<file path="src/rtl/pwm_pkg.sv">
// Shared definitions for the PWM core and its configuration shadow stage.
// Default values here must match the pwm core's own reset values.
package pwm_pkg;

  localparam int unsigned PWM_W = 32;

  localparam int unsigned PWM_DEF_PERIOD    = 10;
  localparam int unsigned PWM_DEF_DUTY      = 0;
  localparam int unsigned PWM_DEF_DEAD_TIME = 0;
  localparam int unsigned PWM_DT_MAX        = 15;

  typedef enum logic [0:0] {
    IDLE    = 1'b0,
    PENDING = 1'b1
  } cfg_state_e;

endpackage

</file>
<file path="src/rtl/pwm_cfg_sat.sv">
// Combinational sanitiser for a requested PWM configuration: rejects degenerate
// periods, clamps duty to the period and dead time to DT_MAX.
module pwm_cfg_sat #(
  parameter int unsigned W      = 32,
  parameter int unsigned DT_MAX = 15
) (
  input  logic [W-1:0] req_period,
  input  logic [W-1:0] req_duty,
  input  logic [W-1:0] req_dead_time,
  output logic [W-1:0] sat_duty,
  output logic [W-1:0] sat_dead_time,
  output logic         clamped,
  output logic         reject
);

  logic [W-1:0] dt_lim;
  logic         duty_over;
  logic         dt_over;

  assign dt_lim    = W'(DT_MAX);
  assign duty_over = (req_duty > req_period);
  assign dt_over   = (req_dead_time > dt_lim);

  assign sat_duty      = duty_over ? req_period : req_duty;
  assign sat_dead_time = dt_over ? dt_lim : req_dead_time;
  // A period below 2 cannot produce a meaningful waveform.
  assign reject        = (req_period < W'(2));
  assign clamped       = !reject && (duty_over || dt_over);

endmodule

</file>
<file path="src/rtl/pwm_cfg_shadow.sv">
// Double-buffered PWM configuration: writes land in a shadow set and are
// committed to the active outputs on period overflow, or at once when disabled.
module pwm_cfg_shadow
  import pwm_pkg::*;
#(
  parameter int unsigned     W             = PWM_W,
  parameter logic [W-1:0]    DEF_PERIOD    = W'(PWM_DEF_PERIOD),
  parameter logic [W-1:0]    DEF_DUTY      = W'(PWM_DEF_DUTY),
  parameter logic [W-1:0]    DEF_DEAD_TIME = W'(PWM_DEF_DEAD_TIME),
  parameter int unsigned     DT_MAX        = PWM_DT_MAX
) (
  input  logic         clk,
  input  logic         reset,
  // Handshake: a write is taken on every rising edge where wr_valid && wr_ready;
  // wr_ready is high whenever reset is released, so one write per cycle is accepted.
  input  logic         wr_valid,
  output logic         wr_ready,
  input  logic [W-1:0] wr_period,
  input  logic [W-1:0] wr_duty,
  input  logic [W-1:0] wr_dead_time,
  input  logic         pwm_enable,
  input  logic         ovf_trigger,
  output logic [W-1:0] period,
  output logic [W-1:0] duty,
  output logic [W-1:0] dead_time,
  output logic         update_pending,
  output logic         update_done,
  output logic         clamp_evt,
  output logic         wr_err,
  output cfg_state_e   fsm_state
);

  cfg_state_e   state_q, state_d;
  logic         accept;
  logic         load;
  logic         commit;
  logic [W-1:0] sat_duty, sat_dead_time;
  logic         sat_clamped, sat_reject;
  logic [W-1:0] sh_period, sh_duty, sh_dead_time;

  pwm_cfg_sat #(
    .W      (W),
    .DT_MAX (DT_MAX)
  ) u_sat (
    .req_period    (wr_period),
    .req_duty      (wr_duty),
    .req_dead_time (wr_dead_time),
    .sat_duty      (sat_duty),
    .sat_dead_time (sat_dead_time),
    .clamped       (sat_clamped),
    .reject        (sat_reject)
  );

  // Ready depends only on reset, so no write is ever back-pressured.
  assign wr_ready = reset;
  assign accept   = wr_valid && wr_ready;

  always_ff @(posedge clk or negedge reset) begin
    if (!reset) state_q <= IDLE;
    else        state_q <= state_d;
  end

  // A write landing in the same cycle as a commit keeps the FSM pending.
  always_comb begin
    state_d = state_q;
    commit  = 1'b0;
    load    = accept && !sat_reject;
    if (state_q == PENDING && (ovf_trigger || !pwm_enable)) begin
      commit  = 1'b1;
      state_d = IDLE;
    end
    if (load) state_d = PENDING;
  end

  assign update_pending = (state_q == PENDING);
  assign fsm_state      = state_q;

  always_ff @(posedge clk or negedge reset) begin
    if (!reset) begin
      sh_period    <= DEF_PERIOD;
      sh_duty      <= DEF_DUTY;
      sh_dead_time <= DEF_DEAD_TIME;
      period       <= DEF_PERIOD;
      duty         <= DEF_DUTY;
      dead_time    <= DEF_DEAD_TIME;
      update_done  <= 1'b0;
      clamp_evt    <= 1'b0;
      wr_err       <= 1'b0;
    end else begin
      update_done <= commit;
      clamp_evt   <= accept && sat_clamped;
      wr_err      <= accept && sat_reject;
      if (commit) begin
        period    <= sh_period;
        duty      <= sh_duty;
        dead_time <= sh_dead_time;
      end
      if (load) begin
        sh_period    <= wr_period;
        sh_duty      <= sat_duty;
        sh_dead_time <= sat_dead_time;
      end
    end
  end

endmodule

</file>
<file path="config.mk">
export PLATFORM = sky130hd
export DESIGN_NAME = pwm_cfg_shadow
export DESIGN_NICKNAME = d
export VERILOG_FILES = /design/src/rtl/pwm_pkg.sv /design/src/rtl/pwm_cfg_sat.sv /design/src/rtl/pwm_cfg_shadow.sv
export SDC_FILE = /design/constraint.sdc
export NUM_CORES = 1
export LEC_CHECK = 0
export BUFFER_PORTS_ARGS = -buffer_cell sky130_fd_sc_hd__buf_2
export CORE_UTILIZATION = 30
export DETAILED_ROUTE_END_ITERATION = 10
export HOLD_SLACK_MARGIN = 0.03
export PLACE_DENSITY = 0.61
export SYNTH_ARGS = -nofsm -noshare
export SYNTH_HDL_FRONTEND = slang
export SYNTH_SLANG_ARGS = --single-unit
</file>
<file path="constraint.sdc">
create_clock -name clk -period 3.4 [get_ports clk]
set_input_delay 0 -clock clk [delete_from_list [all_inputs] [get_ports clk]]
set_output_delay 0 -clock clk [all_outputs]
set_load 0.005 [all_outputs]
</file>
==> impl_metrics.ini <==
[sta]
rsz0062_at_grt = false
setup_tns_ps = 0
fmax_mhz = 343.5
finClkSkew_ps = 11.48
finalHoldViolCount = 0
min_period_ps = 2912
tightest_slew_ps = 1082
finalSetupViolations = 0
max-slew-margin-rel_pct = 27.87
slew_violations = 0
period_share_pct = 85.63

[synth]
ys_ff_latch = 196
synth_cell_types = 40
yosysWarnings = 0
syn_nets = 1047
synth_area_sq_mm = 0.008546
syn_area_per_cell_sq_um = 9.350
syn_inst = 914
yosysSeqAreaShare_pct = 57.45

[final_layout]
final_area_sq_mm = 0.01120
drive_gt1_share_pct = 22.41
num-fill-cells = 2802
layout_commonest_cell = nand2_1
stdcell_count = 1557
layout_common_cells = 331 x nand2_1, 201 x buf_2, 192 x dfrtp_1, 73 x dlygate4sd3_1, 42 x a21oi_1
layout.nets = 1298
area_delta_synth_final_pct = 31.05

[pwr]
power_mw = 5.882
p_leak_nw = 5.827
p_per_area_mw_per_mm2 = 525.2
worst_ir_drop_vdd_mv = 0.3079

[floorplanning]
rows = 61
chipWidth_um = 170.8
io_pins = 203
die-area_sq_mm = 0.02916
initial_core_util_pct = 30.59
die-height_um = 170.8
fp.coreArea_sq_mm = 0.02793

[cts]
cts.sinks = 196
clk_pin_slew_ps = 80
cts_buffer_depth = 2
cts_buffers = 17
cts_resized = 0
clockRootBuffer = clkbuf_16
cts_tree = yes
postCtsSetupBuffers = 0
htree_levels = 4
clock_latency_ps = 440

[worst_hold_path]
worstHoldPathCells = 5
hp-class = in -> reg
holdPathEnd = sh_dead_time[3]
hp-start = wr_dead_time[28]

[worst_setup_path]
regToRegSetupSlack_ps = 1600
timing.rr.start = fsm_state
start_kind = input port
crit_arrival_ps = 3240
r2r_end = period[22]
reg2reg_depth = 5
required_ps = 3730
crit_path_max_fanout = 33
crit_path_end_kind = register
path_class = in -> reg

[place]
port_buffers = 202
dp_cells = 1451
place_area_sq_mm = 0.009879
gp_congestion = 0.8500
dp_hpwl_um = 16530

[route]
via_count = 7301
drcViolationCount = 0
post_drt_wl_per_cell_um = 15.88
drt_iter0_drc = 534
postRouteAntennaNets = 0
dr.pass1.iters = 5
viasPerCell = 4.689
drt-total-wl_um = 24730

[status]
status = finished clean

[grt]
grt_use_total_pct = 17.63
grt_pass1_wl_um = 39480
grt_max_degree = 97
grt_overflow_total = 0
antenna_found_initial = 1
first_global_vias = 7427

[job]
drv_cap = 0
==> report_power, final <==
part,total [mW],internal (mW),leakage (nW),switching [mW]
Sequential,2.79,2.63,2.47,0.159
Clock,2.05,1.12,0.289,0.932
Combinational,1.05,0.468,3.07,0.579
Total,5.88,4.21,5.83,1.67
==> worst max path at each step <==
| stage | start | end | slack [ps] | cells after the start |
|---|---|---|---|---|
| 6_report | wr_period[29] | sh_duty[11] | 490 | 12 |
| 3_5_place_dp | wr_period[15] | sh_duty[9] | 1140 | 10 |
| 3_3_place_gp | wr_period[15] | sh_duty[9] | 1190 | 10 |
| 4_1_cts | wr_period[29] | sh_duty[17] | 550 | 12 |
| 5_1_grt | wr_period[29] | sh_duty[31] | 310 | 12 |
| 2_1_floorplan | wr_period[31] | sh_duty[10] | 1710 | 9 |
==> registers in the layout, summed over array words and instances, names as in the netlist <==
name,cells
dead_time,32
period,32
sh_duty,32
sh_dead_time,32
update_done,1
sh_period,32
duty,32
clamp_evt,1
wr_err,1
fsm_state,1
==> metrics by stage <==
step	hold slack (ps)	util (%)	setup WS, ps
2_1_floorplan	-295.6	-	1714
3_3_place_gp	24.20	35.37	1194
3_5_place_dp	23.73	35.37	1140
4_1_cts	37.95	40.08	548.2
5_1_grt	90.54	40.09	308.8
6_report	59.31	40.09	488.5
==> synth_stat cells <==
cell type,number,area [sq um]
buf_2,11,55.05
o31ai_4,1,21.27
a211oi_1,1,7.510
inv_1,33,123.9
clkbuf_2,1,5.000
nor2b_1,1,6.260
inv_2,1,3.750
a2111oi_4,1,27.53
a21o_1,5,37.54
o2111ai_1,1,8.760
dfstp_2,4,105.1
nand4_1,7,43.79
a211oi_2,1,12.51
a21oi_1,42,210.2
nor2_1,38,142.6
a22oi_2,1,12.51
clkbuf_1,23,86.33
nand4_2,4,50.05
a31oi_1,33,206.5
nor3_1,6,30.03
o21ai_0,41,205.2
nor4_4,2,42.54
nor2b_4,1,13.76
buf_1,5,18.77
o211ai_1,1,7.510
o31a_4,1,17.52
or2_1,1,6.260
and2_1,28,175.2
nand3_1,3,15.01
o21bai_1,1,7.510
nor4_1,14,87.58
dfrtp_1,192,4805
ha_1,32,400.4
nand2b_1,1,6.260
a22o_4,1,17.52
a221oi_2,1,15.01
nand2_1,332,1246
buf_6,6,67.56
buf_4,6,45.04
o21ai_1,30,150.1
==> worst max-delay path, stage by stage <==
cell           delay [ps]
dlygate4sd3_1         540
buf_2                 150
inv_1                  70
ha_1                  320
nand4_2               170
nor4_4                460
nor2b_4               260
o31ai_4                80
buf_4                 280
a31oi_1               250
a21oi_1               100
dlygate4sd3_1         560
==> per-layer routing <==
metal	GRT usage (%)	part of all wire [%]
met1	23.11	45
met4	7.873	2.4
met5	0	0
met3	3.747	6.2
met2	27.91	46
==> repair_timing <==
action | 4_1_cts | 5_1_grt
hold buffers | 73 | 0
hold endpoints to repair | 129 | 0
endpoints found under the setup margin | 0 | 0
==> final cells by class <==
type	instances	area, sq um	area share [%]
clock inverters	13	143.9	1.285
repair buffers	284	1856	16.57
diodes	1	2.502	0.02234
clock buffers	19	442.9	3.955
flip-flops and latches	196	4910	43.84
inverters	34	128.9	1.151
multi-input cells	632	3243	28.96
well taps	378	473.0	4.223
==> kinds of logic (layout without fill, tap and decap cells) <==
family          count (synthesis)  in the layout  share of synthesized area [%]
simple gates                  438            438                          21.83
compound gates                162            162                          11.29
flops                         196            196                          57.45
buf+inv                        86            350                          4.744
other cells                     0              1                              0
fa+ha+maj                      32             32                          4.685
Power figures use the tool's default switching activity.
